**src/rtl/wb_switch_n_if.sv**
```systemverilog
// Wishbone classic bundle for wb_switch_n: the master-side port plus the fan-out to NSLAVE slaves.
// The master modport is the environment (bus master and external slaves); the slave modport is the switch.
interface wb_switch_n_if #(
   parameter int NSLAVE = 4,
   parameter int AW     = 32,
   parameter int DW     = 32
);
   localparam int SW = DW / 8;

   logic [AW-1:0]        m_adr_i;
   logic [DW-1:0]        m_dat_i;
   logic [DW-1:0]        m_dat_o;
   logic [SW-1:0]        m_sel_i;
   logic                 m_we_i;
   logic                 m_cyc_i;
   logic                 m_stb_i;
   logic                 m_ack_o;
   logic                 m_err_o;

   logic [AW-1:0]        s_adr_o;
   logic [DW-1:0]        s_dat_o;
   logic [SW-1:0]        s_sel_o;
   logic                 s_we_o;
   logic [NSLAVE-1:0]    s_cyc_o;
   logic [NSLAVE-1:0]    s_stb_o;
   logic [NSLAVE*DW-1:0] s_dat_i;
   logic [NSLAVE-1:0]    s_ack_i;
   logic [NSLAVE-1:0]    s_err_i;

   modport master (
      output m_adr_i, m_dat_i, m_sel_i, m_we_i, m_cyc_i, m_stb_i,
      output s_dat_i, s_ack_i, s_err_i,
      input  m_dat_o, m_ack_o, m_err_o,
      input  s_adr_o, s_dat_o, s_sel_o, s_we_o, s_cyc_o, s_stb_o
   );

   modport slave (
      input  m_adr_i, m_dat_i, m_sel_i, m_we_i, m_cyc_i, m_stb_i,
      input  s_dat_i, s_ack_i, s_err_i,
      output m_dat_o, m_ack_o, m_err_o,
      output s_adr_o, s_dat_o, s_sel_o, s_we_o, s_cyc_o, s_stb_o
   );
endinterface

```
**src/rtl/wb_switch_n.sv**
```systemverilog
// Wishbone classic 1-to-NSLAVE switch with a built-in default slave, registered slave select,
// bus-timeout watchdog and fault-address capture.
module wb_switch_n #(
   parameter int                   NSLAVE   = 4,
   parameter int                   AW       = 32,
   parameter int                   DW       = 32,
   parameter logic [NSLAVE*AW-1:0] ADDR_MAP = '0,
   parameter logic [NSLAVE*AW-1:0] MASK_MAP = '0,
   parameter int                   TIMEOUT  = 255,
   parameter logic [DW-1:0]        DEF_DATA = {(DW/8){8'haa}},
   parameter bit                   DEF_ERR  = 1'b0
) (
   input  logic          clk,
   input  logic          rst,
   wb_switch_n_if.slave  bus,
   output logic          fault_o,
   output logic [AW-1:0] fault_adr_o
);
   localparam int            IW    = (NSLAVE > 1) ? $clog2(NSLAVE) : 1;
   localparam int            TW    = 16;
   localparam logic [TW-1:0] TLAST = TW'(TIMEOUT - 1);

   typedef enum logic {IDLE, BUSY} state_t;

   state_t        state;
   logic [IW-1:0] sel_idx;
   logic          def_sel;
   logic [TW-1:0] timer;

   logic [IW-1:0] dec_idx;
   logic          dec_hit;
   logic          slv_ack;
   logic          slv_err;
   logic [DW-1:0] slv_dat;
   logic          tmo;

   assign bus.s_adr_o = bus.m_adr_i;
   assign bus.s_dat_o = bus.m_dat_i;
   assign bus.s_sel_o = bus.m_sel_i;
   assign bus.s_we_o  = bus.m_we_i;

   // Scan from the top index down so the lowest matching window overwrites the rest.
   always_comb begin : decode
      dec_idx = '0;
      dec_hit = 1'b0;
      for (int i = NSLAVE - 1; i >= 0; i--) begin
         if ((bus.m_adr_i & MASK_MAP[i*AW +: AW]) == (ADDR_MAP[i*AW +: AW] & MASK_MAP[i*AW +: AW])) begin
            dec_idx = IW'(i);
            dec_hit = 1'b1;
         end
      end
   end

   always_comb begin : slave_mux
      slv_ack = 1'b0;
      slv_err = 1'b0;
      slv_dat = '0;
      for (int i = 0; i < NSLAVE; i++) begin
         if (sel_idx == IW'(i)) begin
            slv_ack = bus.s_ack_i[i];
            slv_err = bus.s_err_i[i];
            slv_dat = bus.s_dat_i[i*DW +: DW];
         end
      end
   end

   assign tmo = !slv_ack && !slv_err && (timer == TLAST);

   // NOTE: every output gets a default before the branches so no path leaves it unassigned (no latch).
   always_comb begin : respond
      bus.s_cyc_o = '0;
      bus.s_stb_o = '0;
      bus.m_ack_o = 1'b0;
      bus.m_err_o = 1'b0;
      bus.m_dat_o = '0;
      fault_o     = 1'b0;
      if (state == BUSY) begin
         if (def_sel) begin
            bus.m_dat_o = DEF_DATA;
            if (bus.m_cyc_i) begin
               bus.m_ack_o = !DEF_ERR;
               bus.m_err_o = DEF_ERR;
               fault_o     = DEF_ERR;
            end
         end else begin
            bus.m_dat_o = slv_dat;
            bus.s_cyc_o = NSLAVE'(bus.m_cyc_i) << sel_idx;
            bus.s_stb_o = NSLAVE'(bus.m_cyc_i & bus.m_stb_i) << sel_idx;
            if (bus.m_cyc_i) begin
               // err wins over a simultaneous ack
               bus.m_ack_o = slv_ack && !slv_err;
               bus.m_err_o = slv_err || tmo;
               fault_o     = tmo;
            end
         end
      end
   end

   // NOTE: sequential state uses non-blocking assignments so every register samples pre-edge values.
   always_ff @(posedge clk) begin
      if (rst) begin
         state       <= IDLE;
         sel_idx     <= '0;
         def_sel     <= 1'b0;
         timer       <= '0;
         fault_adr_o <= '0;
      end else begin
         if (fault_o) begin
            fault_adr_o <= bus.s_adr_o;
         end
         case (state)
            IDLE: begin
               if (bus.m_cyc_i && bus.m_stb_i) begin
                  state   <= BUSY;
                  sel_idx <= dec_hit ? dec_idx : '0;
                  def_sel <= !dec_hit;
                  timer   <= '0;
               end
            end
            BUSY: begin
               if (!bus.m_cyc_i || bus.m_ack_o || bus.m_err_o) begin
                  state <= IDLE;
               end else begin
                  timer <= timer + 1'b1;
               end
            end
            default: state <= IDLE;
         endcase
      end
   end
endmodule

```
**src/flat_wrapper.sv**
```systemverilog
// flat-port wrapper written by rule: the top's interface ports become plain ports
module wb_switch_n_flat 
#(
   parameter int                   NSLAVE   = 4,
   parameter int                   AW       = 32,
   parameter int                   DW       = 32,
   parameter logic [NSLAVE*AW-1:0] ADDR_MAP = '0,
   parameter logic [NSLAVE*AW-1:0] MASK_MAP = '0,
   parameter int                   TIMEOUT  = 255,
   parameter logic [DW-1:0]        DEF_DATA = {(DW/8){8'haa}},
   parameter bit                   DEF_ERR  = 1'b0
)
  (clk, rst, fault_o, fault_adr_o, bus_m_adr_i, bus_m_dat_i, bus_m_sel_i, bus_m_we_i, bus_m_cyc_i, bus_m_stb_i, bus_s_dat_i, bus_s_ack_i, bus_s_err_i, bus_m_dat_o, bus_m_ack_o, bus_m_err_o, bus_s_adr_o, bus_s_dat_o, bus_s_sel_o, bus_s_we_o, bus_s_cyc_o, bus_s_stb_o);
  wb_switch_n_if #(.NSLAVE(NSLAVE), .AW(AW), .DW(DW)) bus_i ();
  input  logic clk;
  input  logic rst;
  output logic fault_o;
  output logic [AW-1:0] fault_adr_o;
  input wire logic [$bits(bus_i.m_adr_i)-1:0] bus_m_adr_i;
  input wire logic [$bits(bus_i.m_dat_i)-1:0] bus_m_dat_i;
  input wire logic [$bits(bus_i.m_sel_i)-1:0] bus_m_sel_i;
  input wire logic [$bits(bus_i.m_we_i)-1:0] bus_m_we_i;
  input wire logic [$bits(bus_i.m_cyc_i)-1:0] bus_m_cyc_i;
  input wire logic [$bits(bus_i.m_stb_i)-1:0] bus_m_stb_i;
  input wire logic [$bits(bus_i.s_dat_i)-1:0] bus_s_dat_i;
  input wire logic [$bits(bus_i.s_ack_i)-1:0] bus_s_ack_i;
  input wire logic [$bits(bus_i.s_err_i)-1:0] bus_s_err_i;
  output wire logic [$bits(bus_i.m_dat_o)-1:0] bus_m_dat_o;
  output wire logic [$bits(bus_i.m_ack_o)-1:0] bus_m_ack_o;
  output wire logic [$bits(bus_i.m_err_o)-1:0] bus_m_err_o;
  output wire logic [$bits(bus_i.s_adr_o)-1:0] bus_s_adr_o;
  output wire logic [$bits(bus_i.s_dat_o)-1:0] bus_s_dat_o;
  output wire logic [$bits(bus_i.s_sel_o)-1:0] bus_s_sel_o;
  output wire logic [$bits(bus_i.s_we_o)-1:0] bus_s_we_o;
  output wire logic [$bits(bus_i.s_cyc_o)-1:0] bus_s_cyc_o;
  output wire logic [$bits(bus_i.s_stb_o)-1:0] bus_s_stb_o;
  assign bus_i.m_adr_i = bus_m_adr_i;
  assign bus_i.m_dat_i = bus_m_dat_i;
  assign bus_i.m_sel_i = bus_m_sel_i;
  assign bus_i.m_we_i = bus_m_we_i;
  assign bus_i.m_cyc_i = bus_m_cyc_i;
  assign bus_i.m_stb_i = bus_m_stb_i;
  assign bus_i.s_dat_i = bus_s_dat_i;
  assign bus_i.s_ack_i = bus_s_ack_i;
  assign bus_i.s_err_i = bus_s_err_i;
  assign bus_m_dat_o = bus_i.m_dat_o;
  assign bus_m_ack_o = bus_i.m_ack_o;
  assign bus_m_err_o = bus_i.m_err_o;
  assign bus_s_adr_o = bus_i.s_adr_o;
  assign bus_s_dat_o = bus_i.s_dat_o;
  assign bus_s_sel_o = bus_i.s_sel_o;
  assign bus_s_we_o = bus_i.s_we_o;
  assign bus_s_cyc_o = bus_i.s_cyc_o;
  assign bus_s_stb_o = bus_i.s_stb_o;
  wb_switch_n #(.NSLAVE(NSLAVE), .AW(AW), .DW(DW), .ADDR_MAP(ADDR_MAP), .MASK_MAP(MASK_MAP), .TIMEOUT(TIMEOUT), .DEF_DATA(DEF_DATA), .DEF_ERR(DEF_ERR)) u_core (.clk(clk), .rst(rst), .bus(bus_i), .fault_o(fault_o), .fault_adr_o(fault_adr_o));
endmodule
```
**config.mk**
```make
export PLATFORM = sky130hd
export DESIGN_NAME = wb_switch_n_flat
export DESIGN_NICKNAME = d
export VERILOG_FILES = /design/src/rtl/wb_switch_n_if.sv /design/src/rtl/wb_switch_n.sv /design/src/flat_wrapper.sv
export SDC_FILE = /design/constraint.sdc
export NUM_CORES = 1
export LEC_CHECK = 0
export ABC_AREA = 1
export CAP_MARGIN = 5
export CORE_AREA = 2 2 138 140
export DETAILED_ROUTE_END_ITERATION = 8
export DIE_AREA = 0 0 140 142
export PLACE_DENSITY = 0.63
export SYNTH_ARGS = -nofsm -noshare
export SYNTH_HDL_FRONTEND = slang
export SYNTH_SLANG_ARGS = --single-unit
```
**constraint.sdc**
```tcl
create_clock -name clk -period 2 [get_ports clk]
set_clock_uncertainty 0.15 [all_clocks]
set_input_delay 0.3 -clock clk [delete_from_list [all_inputs] [get_ports clk]]
set_output_delay 0.3 -clock clk [all_outputs]
set_load 0.01 [all_outputs]
```
== After elaboration in Yosys (flattened, before gate mapping) ==
Cells that the tools add are included.
Storage, ports and cells
  bits in registers: 49
  bits of input ports: 209
  output and inout bits: 144
  logic and storage cells: 35
Operators by class
  $add $sub $neg: 1
  reductions and logical operators: 11
  bitwise logic cells: 2
  muxes and demuxes: 15
  eq/ne operators: 3
Operator list (count)
  16-bit two-way mux: 2
  32-bit two-way mux: 1
  16-bit one-hot mux with 2 select lines: 1
  16-bit by 1-bit adder with 16-bit output, second input constant: 1
  16-bit by 8-bit == test with 1-bit output, second input constant: 1
  1-bit two-way mux: 9
  1-bit logical AND: 4
  4-bit two-way mux: 1
  1-bit logical NOT: 3
  1-bit logical OR: 3
  2-bit by 1-bit inequality test with 1-bit output, second input constant: 1
  2-bit inequality test, second input constant: 1
  1-bit one-hot mux with 2 select lines: 1
  2-bit AND reduction: 1
  1-bit AND: 1
  1-bit inverter: 1

== Logic depth before layout (Yosys ltp) ==
Gate-level depths: netlist of the first run.
  depth after elaboration: 9
  mapped depth: 10
  depth with buffers taken out: 9

== Worst setup path before layout of the first run ==
No wires, ideal clock.
  path type: register -> output
  start point: reg u_core.timer[0]
  end point: out fault_o
  slack: 0.343 ns
  data required time: 1.550 ns
  stages on the path, launching flop included: 8
  data arrival time: 1.207 ns
  buffers on the path: 1
  path through: dfxtp_1 inv_1 ha_1 nand3_1 nor2_1 nand3_4 nor2_8 buf_6
On the way
  longest elaborated chain between the ends: 4
RTL lines
  from (decl): line wb_switch_n.sv:28  | logic [TW-1:0] timer;
  from (signal assigned): line wb_switch_n.sv:124  | timer <= timer + 1'b1;
  16-bit by 8-bit == test with 1-bit output: line wb_switch_n.sv:67  | assign tmo = !slv_ack && !slv_err && (timer == TLAST);
  1-bit logical AND: line wb_switch_n.sv:67
  1-bit two-way mux: line wb_switch_n.sv:89  | if (bus.m_cyc_i) begin
  1-bit two-way mux: line wb_switch_n.sv:77  | if (state == BUSY) begin
  to (decl): line flat_wrapper.sv:17  | output logic fault_o;
Every way passes these cells.

== Worst setup path in the final report of the first run ==
  start point: reg u_core.state
  end point: out bus_m_dat_o[30]
On the way
  longest elaborated chain between the ends: 1
RTL lines
  from (decl): line wb_switch_n.sv:25  | state_t state;
  from (signal assigned): line wb_switch_n.sv:102  | state <= IDLE;
  from (signal assigned): line wb_switch_n.sv:114  | state <= BUSY;
  from (signal assigned): line wb_switch_n.sv:122  | state <= IDLE;
  32-bit two-way mux: line wb_switch_n.sv:77
  to (decl): line flat_wrapper.sv:28  | output wire logic [$bits(bus_i.m_dat_o)-1:0] bus_m_dat_o;
Every way passes these cells.

==> flow_summary.ini, run 1 <==
[run_status]
status = finished with violations
failed_checks = design-rule violations

[global_routing]
grt_pass1_vias = 3009
globalRouteTotalUtil_pct = 9.63
grt_max_degree = 34
grt_pass1_wl_um = 15100
grt_overflow = 0
antenna_found_initial = 0

[sta]
post-route-period-util_pct = 97.1
min_period_ns = 1.94
finalHoldViolations = 0
fmax_mhz = 515
rsz0062_at_grt = true
maxSlewViolCount = 0
finalSetupViolations = 0
holdWs_ns = 0.350

[logic_synthesis]
synth.top_cells.by_count = nor2_1 (87), nand2_1 (78), buf_4 (76), dfxtp_1 (49), inv_1 (47)
yosysWarningCount = 0
synth.top_cell.area_share_pct = 30.9
yosysSeqAreaShare_pct = 30.9
syn_inst = 469
ys_seq_elements = 49
synth.most_common_cell = nor2_1
syn_avg_cell_area_um2 = 6.77
synth_top_cell_by_area = dfxtp_1
synth_ff_type = dfxtp_1
synth-edff-count = 0
synthTopCellsByArea = dfxtp_1 (31%), buf_4 (18%), nor2_1 (10%), nand2_1 (9.2%), inv_1 (5.6%)
ys_types = 28
synth_area_mm2 = 0.00318
synth-async-reset-ratio_pct = 0

[pwr]
p_leak_nw = 2.43
power_density_mw_per_mm2 = 478
ir_drop_mv = 0.400

[setup_path]
critPathArrivalTime_ns = 1.49
critical_path_required_ns = 1.55
critPathCaptureType = output port
cp_max_fo = 16
worstSetupPathType = flip-flop to output port
worst_r2r_path_depth = 11
worstReg2RegEnd = u_core.timer[6]
timing.rr.start = u_core.timer[0]
r2r_slack_ns = 0.19
crit_path_start = u_core.state
crit_end = bus_m_dat_o[30]
critPathLaunchType = flip-flop

[cells_and_area]
final_cell_area_mm2 = 0.00504
drive_gt1_share_pct = 12.4
final_cell_count_no_fill = 825
area_delta_synth_final_pct = 58.8
nFillCells = 1962
fin_nets = 801
num_antenna_cells = 0

[detailed_routing]
drc = 19
finalWirelength_um = 9920
wl_per_cell_um = 12.0
drt_iter0_drc = 178
ant_nets = 0
vias_per_cell = 3.79
drtPass1Iterations = 8
vias = 3123

[placed_design]
dp.cells = 814
io_buffer_count = 170
placedInstanceArea_mm2 = 0.00472
hpwl_um = 7230
gp_congestion = 0.805

[cts]
htree_levels = 2
cts-root-buf = clkbuf_16
clk_path_buf_depth = 2
worstSkewPairLatency_ns = 0.30
ctsHoldBuffers = 0
cts.sinks = 49
cts_tree = done
cts_buffers = 5
cts.clk_slew.worst_paths_ns = 0.07

[die]
dieArea_mm2 = 0.0199
start_util_pct = 17.2
pin_count = 353
core_mm2 = 0.0185
rows = 50
fp.dieW_um = 140
fp.dieH_um = 142

[hold_path]
hold_path_class = flip-flop to flip-flop

[run]
cap_violations = 0
==> kinds of logic after synthesis <==
family / Yosys count / share of synthesized area, %
adders and majority gates: 2 / 0.788
and+or+nand+nor: 216 / 30.1
buffers and inverters: 142 / 27.9
other: 1 / 0.118
AOI/OAI and AO/OA: 52 / 8.31
DFF: 49 / 30.9
xor gates and xnor gates: 7 / 1.93
==> worst max-delay path, cell delays in order, from the launching register on <==
cell and delay, ns:
dfxtp_4 0.39, clkbuf_16 0.18, nand2_1 0.05, inv_1 0.05, clkdlybuf4s50_1 0.53
==> state kept, by name, summed over array words and instances (netlist names) <==
name                count
u_core.state            1
u_core.fault_adr_o     32
u_core.timer           16
==> power by group <==
| part | internal [mW] | leakage [nW] | total [mW] | switching, mW |
|---|---|---|---|---|
| Clock | 0.635 | 0.0890 | 1.06 | 0.422 |
| Sequential | 0.975 | 0.396 | 0.977 | 0.00199 |
| Combinational | 0.229 | 1.95 | 0.376 | 0.147 |
| Total | 1.84 | 2.43 | 2.41 | 0.570 |
==> final cells by class <==
cell class | instances | area, um2 | share of cell area (%)
inverters | 48 | 185 | 3.67
clock buffers | 6 | 139 | 2.75
well taps | 234 | 293 | 5.80
multi-input cells | 283 | 1370 | 27.1
repair buffers | 203 | 2030 | 40.3
flip-flops and latches | 49 | 987 | 19.6
clock inverters | 2 | 41.3 | 0.818
==> placed cells by master (no fill, tap or decap), types with 2 or more instances in the layout <==
| cell | Yosys | layout |
|---|---|---|
| dlymetal6s2s_1 | 0 | 18 |
| nand3_1 | 26 | 25 |
| nand4_1 | 5 | 5 |
| nand2_1 | 78 | 78 |
| nor2_1 | 87 | 85 |
| xnor2_1 | 4 | 4 |
| dfxtp_2 | 0 | 2 |
| o21ai_1 | 4 | 4 |
| buf_12 | 0 | 2 |
| a21oi_2 | 1 | 2 |
| nor2_2 | 11 | 12 |
| o21ai_0 | 30 | 30 |
| nor2_4 | 1 | 2 |
| a21oi_1 | 17 | 16 |
| clkbuf_16 | 0 | 6 |
| dlygate4sd2_1 | 0 | 4 |
| buf_6 | 7 | 2 |
| xor2_1 | 3 | 3 |
| nand2_4 | 3 | 3 |
| conb_1 | 1 | 6 |
| inv_1 | 47 | 46 |
| nand3_4 | 1 | 2 |
| dfxtp_1 | 49 | 46 |
| buf_4 | 76 | 29 |
| clkdlybuf4s50_1 | 0 | 146 |
==> per-layer routing <==
layer  routed length (um)  vias to the layer above  GRT usage [%]
met5                    0                        -              0
met3                 1070                       29           3.73
met2                 4480                      164           14.7
met4                  316                        0           5.05
li1                     -                     1605              -
met1                 4050                     1325           11.7
==> metrics by stage <==
step           total power, mW  worst slack, ns  util, %  setup TNS, ns
2_1_floorplan             1.22            0.343        -              0
3_3_place_gp              1.38           -0.332     25.6         -10.16
3_5_place_dp              1.38           -0.345     25.6         -10.46
4_1_cts                   2.46          -0.0559     26.6         -0.143
5_1_grt                   2.52          -0.0109     27.3        -0.0117
6_report                  2.41           0.0572     27.3              0
==> how the worst min path moves through the flow <==
stage | startpoint | to | slack, ns | cells after the start
2_1_floorplan | bus_m_adr_i[13] | u_core.fault_adr_o[13] | 0.28 | 2
3_3_place_gp | u_core.fault_adr_o[0] | u_core.fault_adr_o[0] | 0.33 | 2
3_5_place_dp | u_core.fault_adr_o[1] | u_core.fault_adr_o[1] | 0.34 | 2
5_1_grt | u_core.fault_adr_o[1] | u_core.fault_adr_o[1] | 0.38 | 2
6_report | u_core.fault_adr_o[0] | u_core.fault_adr_o[0] | 0.35 | 2
4_1_cts | u_core.timer[15] | u_core.timer[15] | 0.35 | 2
==> what timing repair did <==
item / CTS / global route
gates cloned: 0 / 1
resized for setup: 13 / 36
pin swaps: 2 / 8
buffers inserted: 1 / 1
endpoints found under the setup margin: 68 / 67
endpoints found under the hold margin: 0 / 0
Power figures use the tool's default switching activity.
==> run 2, diff against run 1 <==
- PLACE_DENSITY: 0.63 -> not set
==> run 2 against run 1 <==
Effect of this change: the flow still finishes with violations (design-rule violations); combinational power barely moved; clock power fell by 14%; die area did not move; non-clock buffer count did not move; core utilization fell by 0.39 points; register-to-register slack got worse by 0.03 ns; largest power group is now registers; critical path type unchanged; total power fell by 5.9%; sequential share of layout area rose by 0.26 points; routed wire length fell by 4.1%; flip-flop and latch count did not move.
==> flow_summary.ini, run 2 (synthesized netlist as in run 1, its figures left out) <==
[cts]
cts_tree = done
ctsHoldBuffers = 0
cts_buffers = 5
cts.clk_slew.worst_paths_ns = 0.07
cts-root-buf = clkbuf_16
htree_levels = 2
cts.sinks = 49
worstSkewPairLatency_ns = 0.30
clk_path_buf_depth = 2

[setup_path]
critPathLaunchType = flip-flop
critical_path_required_ns = 1.55
timing.rr.start = u_core.timer[0]
critPathCaptureType = output port
worst_r2r_path_depth = 10
cp_max_fo = 25
worstSetupPathType = flip-flop to output port
crit_path_start = u_core.state
critPathArrivalTime_ns = 1.52

[die]
start_util_pct = 17.2
pin_count = 353
fp.dieH_um = 142
rows = 50
core_mm2 = 0.0185
fp.dieW_um = 140
dieArea_mm2 = 0.0199

[sta]
fmax_mhz = 509
fin_setup_tns_ns = 0
setup_slack_ns = 0.0345
rsz0062_at_grt = true
min_period_ns = 1.97
finalHoldViolations = 0
finalSetupViolations = 0
post-route-period-util_pct = 98.3
maxSlewViolCount = 0

[global_routing]
grt_pass1_wl_um = 14400
grt_max_degree = 33
antenna_found_initial = 0
grt_pass1_vias = 2926
grt_overflow = 0
globalRouteTotalUtil_pct = 9.12

[hold_path]
worstHoldPathCells = 2
hold_path.startpoint = u_core.fault_adr_o[31]
hold_path_class = flip-flop to flip-flop

[cells_and_area]
num_antenna_cells = 0
area_delta_synth_final_pct = 56.5
final_cell_count_no_fill = 825
reg.largest.list = u_core.fault_adr_o x32, u_core.timer x16, u_core.state x1
final_cell_area_mm2 = 0.00497
layout.cells.most_common = clkdlybuf4s50_1
fin_nets = 801
largest_reg_flops = 32
layout_common_cells = clkdlybuf4s50_1 (154), nor2_1 (85), nand2_1 (78)
drive_gt1_share_pct = 12.2
regMostFlops = u_core.fault_adr_o

[run_status]
status = finished with violations
failed_checks = design-rule violations

[placed_design]
dp.cells = 816
io_buffer_count = 170
hpwl_um = 7000
placedInstanceArea_mm2 = 0.00476
gp_congestion = 0.812
post-place-ws_ns = -0.330

[pwr]
p_leak_nw = 2.30
ir_drop_mv = 0.285
power_density_mw_per_mm2 = 456
finalPower_mw = 2.27

[detailed_routing]
drtPass1Iterations = 9
wl_per_cell_um = 11.5
ant_nets = 0
vias_per_cell = 3.77
drt_iter0_drc = 227
drc = 21
finalWirelength_um = 9510
vias = 3113

[run]
cap_violations = 0
## run 2: path summary, 6_finish.rpt
path / endpoint / slack (ns)
worst min-delay path: u_core.fault_adr_o[31] / 0.35
worst min register to register: u_core.fault_adr_o[31] / 0.35
worst max-delay path: bus_m_dat_o[19] / 0.03
worst max register to register: u_core.fault_adr_o[3] / 0.16
## run 2: layout make-up
class | count | area [um2]
clock buffers | 5 | 125
inverters | 48 | 183
clock inverters | 3 | 28.8
repair buffers | 203 | 2010
well taps | 234 | 293
multi-input cells | 283 | 1350
flip-flops and latches | 49 | 986
fillers | 1992 | 13500
## run 2: repair_timing
item                       in CTS  in global routing
resized for setup              14                 20
setup endpoints to repair      42                 44
gates cloned                    0                  0
setup buffers                   0                  1
pin swaps                       1                  4
## run 2: worst max-delay path: stages, from the launching register on
cell             delay, ns
dfxtp_4               0.38
buf_12                0.16
nand2_1               0.08
inv_1                 0.06
clkdlybuf4s50_1       0.53
## run 2: routing by layer
| metal | wire length (um) | part of all wire [%] | GRT usage [%] |
|---|---|---|---|
| met5 | 0 | 0 | 0 |
| met4 | 272 | 2.9 | 4.36 |
| met3 | 954 | 10 | 3.70 |
| met2 | 4270 | 45 | 14.4 |
| met1 | 4010 | 42 | 10.8 |
## run 2: power by group
part | switching (mW) | leakage [nW] | internal [mW] | total, mW
combinational | 0.144 | 1.83 | 0.232 | 0.376
sequential | 0.00173 | 0.396 | 0.975 | 0.977
clock | 0.434 | 0.0763 | 0.481 | 0.914
## run 2: stage by stage
stage / util, % / hold slack, ns
after CTS: 26.7 / 0.357
after floorplan: - / 0.278
after detailed placement: 25.8 / 0.338
final: 26.9 / 0.348
after global routing: 26.9 / 0.390
after global placement: 25.8 / 0.325
==> run 3, diff against run 2 <==
- ABC_AREA: 1 -> not set
- CORE_AREA: 2 2 138 140 -> 2 2 136 138
- DIE_AREA: 0 0 140 142 -> 0 0 138 140
- GPL_ROUTABILITY_DRIVEN: not set -> 0
==> run 3 against run 2 <==
Effect of this change: the run ends with negative setup slack left; clock-buffer cell count did not move; total power fell by 3.4%; routed wire length rose by 9.2%; non-clock buffer count rose by 18; clock power fell by 6.6%; flip-flop and latch count did not move; global-route usage rose by 0.81 points.
==> flow_summary.ini, run 3 <==
[detailed_routing]
drtPass1Iterations = 4
wl_per_cell_um = 14.2
vias_per_cell = 4.01
drt_iter0_drc = 81
vias = 2934
ant_nets = 0
drc = 0
finalWirelength_um = 10400

[run]
cap_violations = 0

[logic_synthesis]
synthTopCellsByArea = dfxtp_1 (32%), buf_4 (18%), a21bo_2 (10%), a21oi_1 (7.5%), and2_1 (6.7%)
synth-edff-count = 0
yosysWarningCount = 0
synth_ff_type = dfxtp_1
synth.most_common_cell = buf_4
syn_avg_cell_area_um2 = 8.25
synth.top_cell.area_share_pct = 32.1
synth.top_cells.by_count = buf_4 (75), dfxtp_1 (49), a21oi_1 (46), nand3_1 (36), and2_1 (33)
ys_seq_elements = 49
yosysSeqAreaShare_pct = 32.1
syn_inst = 371
synth_top_cell_by_area = dfxtp_1
synth_area_mm2 = 0.00306
synth-async-reset-ratio_pct = 0
ys_types = 30

[sta]
holdWs_ns = 0.361
min_period_ns = 2.09
rsz0062_at_grt = true
finalSetupViolations = 4
post-route-period-util_pct = 104
fin_setup_tns_ns = -0.216
finalHoldViolations = 0
fmax_mhz = 479
maxSlewViolCount = 0
setup_slack_ns = -0.0897

[die]
start_util_pct = 17.2
dieArea_mm2 = 0.0193
rows = 49
pin_count = 353
fp.dieH_um = 140
fp.dieW_um = 138
core_mm2 = 0.0178

[placed_design]
dp.cells = 707
placedInstanceArea_mm2 = 0.00467
hpwl_um = 7260
io_buffer_count = 170
post-place-ws_ns = -0.259

[setup_path]
crit_path_start = u_core.timer[0]
critPathCaptureType = output port
worst_r2r_path_depth = 9
timing.rr.start = u_core.timer[0]
worstSetupPathType = flip-flop to output port
r2r_slack_ns = -0.04
worstReg2RegEnd = u_core.timer[7]
critical_path_required_ns = 1.55
cp_max_fo = 2
critPathArrivalTime_ns = 1.64
critPathLaunchType = flip-flop

[cells_and_area]
area_delta_synth_final_pct = 69.0
layout_common_cells = clkdlybuf4s50_1 (159), dfxtp_1 (46), a21oi_1 (43)
final_cell_count_no_fill = 732
final_cell_area_mm2 = 0.00517
fin_nets = 713
largest_reg_flops = 32
regMostFlops = u_core.fault_adr_o
reg.largest.list = u_core.fault_adr_o x32, u_core.timer x16, u_core.state x1
num_antenna_cells = 0
drive_gt1_share_pct = 22.3
post-route-util_pct = 29.1
layout.cells.most_common = clkdlybuf4s50_1

[cts]
cts-root-buf = clkbuf_16
htree_levels = 2
cts.sinks = 49
clk_path_buf_depth = 2
worstSkewPairLatency_ns = 0.29
cts.clk_slew.worst_paths_ns = 0.07
cts_tree = done
cts_buffers = 5

[hold_path]
worstHoldPathCells = 2
hold_path_class = flip-flop to flip-flop
hold_end = u_core.timer[15]
hold_path.startpoint = u_core.timer[15]

[pwr]
power_density_mw_per_mm2 = 423
p_leak_nw = 1.98
ir_drop_mv = 0.335
finalPower_mw = 2.19

[global_routing]
globalRouteTotalUtil_pct = 9.93
grt_max_degree = 49
grt_pass1_vias = 2845
grt_overflow = 0
grt_pass1_wl_um = 15800
antenna_found_initial = 0

[run_status]
failed_checks = negative setup slack
status = finished with violations
run 3: changes by cell type in the layout (fill, tap and decap cells not counted), moves of 11 or more:
cell     before  now
nor2_1       85    2
nand2_1      78    6
nand3_1      25   36
inv_1        46    4
a21bo_2       0   32
a21oi_1      16   43
o21ai_0      30    8
and2_1        0   32
nor2_2       12    0
run 3: how the worst max path moves through the flow:
| stage | to | slack, ns | cells after the start |
|---|---|---|---|
| global placement | bus_m_err_o | -0.24 | 7 |
| CTS | fault_o | -0.07 | 8 |
| floorplan | bus_m_err_o | 0.0005 | 9 |
| finish | fault_o | -0.09 | 8 |
| detailed placement | u_core.timer[7] | -0.26 | 5 |
| global route | bus_m_err_o | -0.18 | 8 |
run 3: cell type report:
type | instances | area [um2]
multi-input cells | 220 | 1470
flip-flops and latches | 49 | 987
inverters | 5 | 18.8
clock inverters | 3 | 22.5
clock buffers | 5 | 125
well taps | 229 | 287
fillers | 1882 | 12600
repair buffers | 221 | 2270
run 3: worst max-delay path, stage by stage, from the launching register on:
cell and delay (ns):
dfxtp_2 0.33, inv_2 0.06, ha_4 0.12, nor4b_4 0.18
and4_4 0.25, buf_4 0.11, buf_6 0.08, and2_4 0.13
buf_6 0.09
run 3: layer usage:
layer	up-vias	GRT usage [%]	routed length (um)
li1	1480	-	-
met1	1312	11.6	4250
met2	128	16.7	4960
met3	12	4.48	1040
met4	2	1.99	83
met5	-	1.50	41
run 3: repair_timing:
item                       CTS  global route
setup endpoints to repair   66            65
pin swaps                    8             8
hold buffers                 0             0
cloned                       4             1
setup buffers                7             6
gates resized for setup     35            20
run 3: report_power, final:
group | internal (mW) | total [mW] | switching [mW]
clock network | 0.464 | 0.854 | 0.390
logic | 0.232 | 0.359 | 0.127
registers | 0.975 | 0.977 | 0.00177
run 3: cell families after synthesis:
group,count (synthesis),share of synthesized area (%)
simple gates,117,22.7
buf+inv,107,22.8
compound gates,95,21.5
flops,49,32.1
fa+ha+maj,2,0.818
other cells,1,0.123
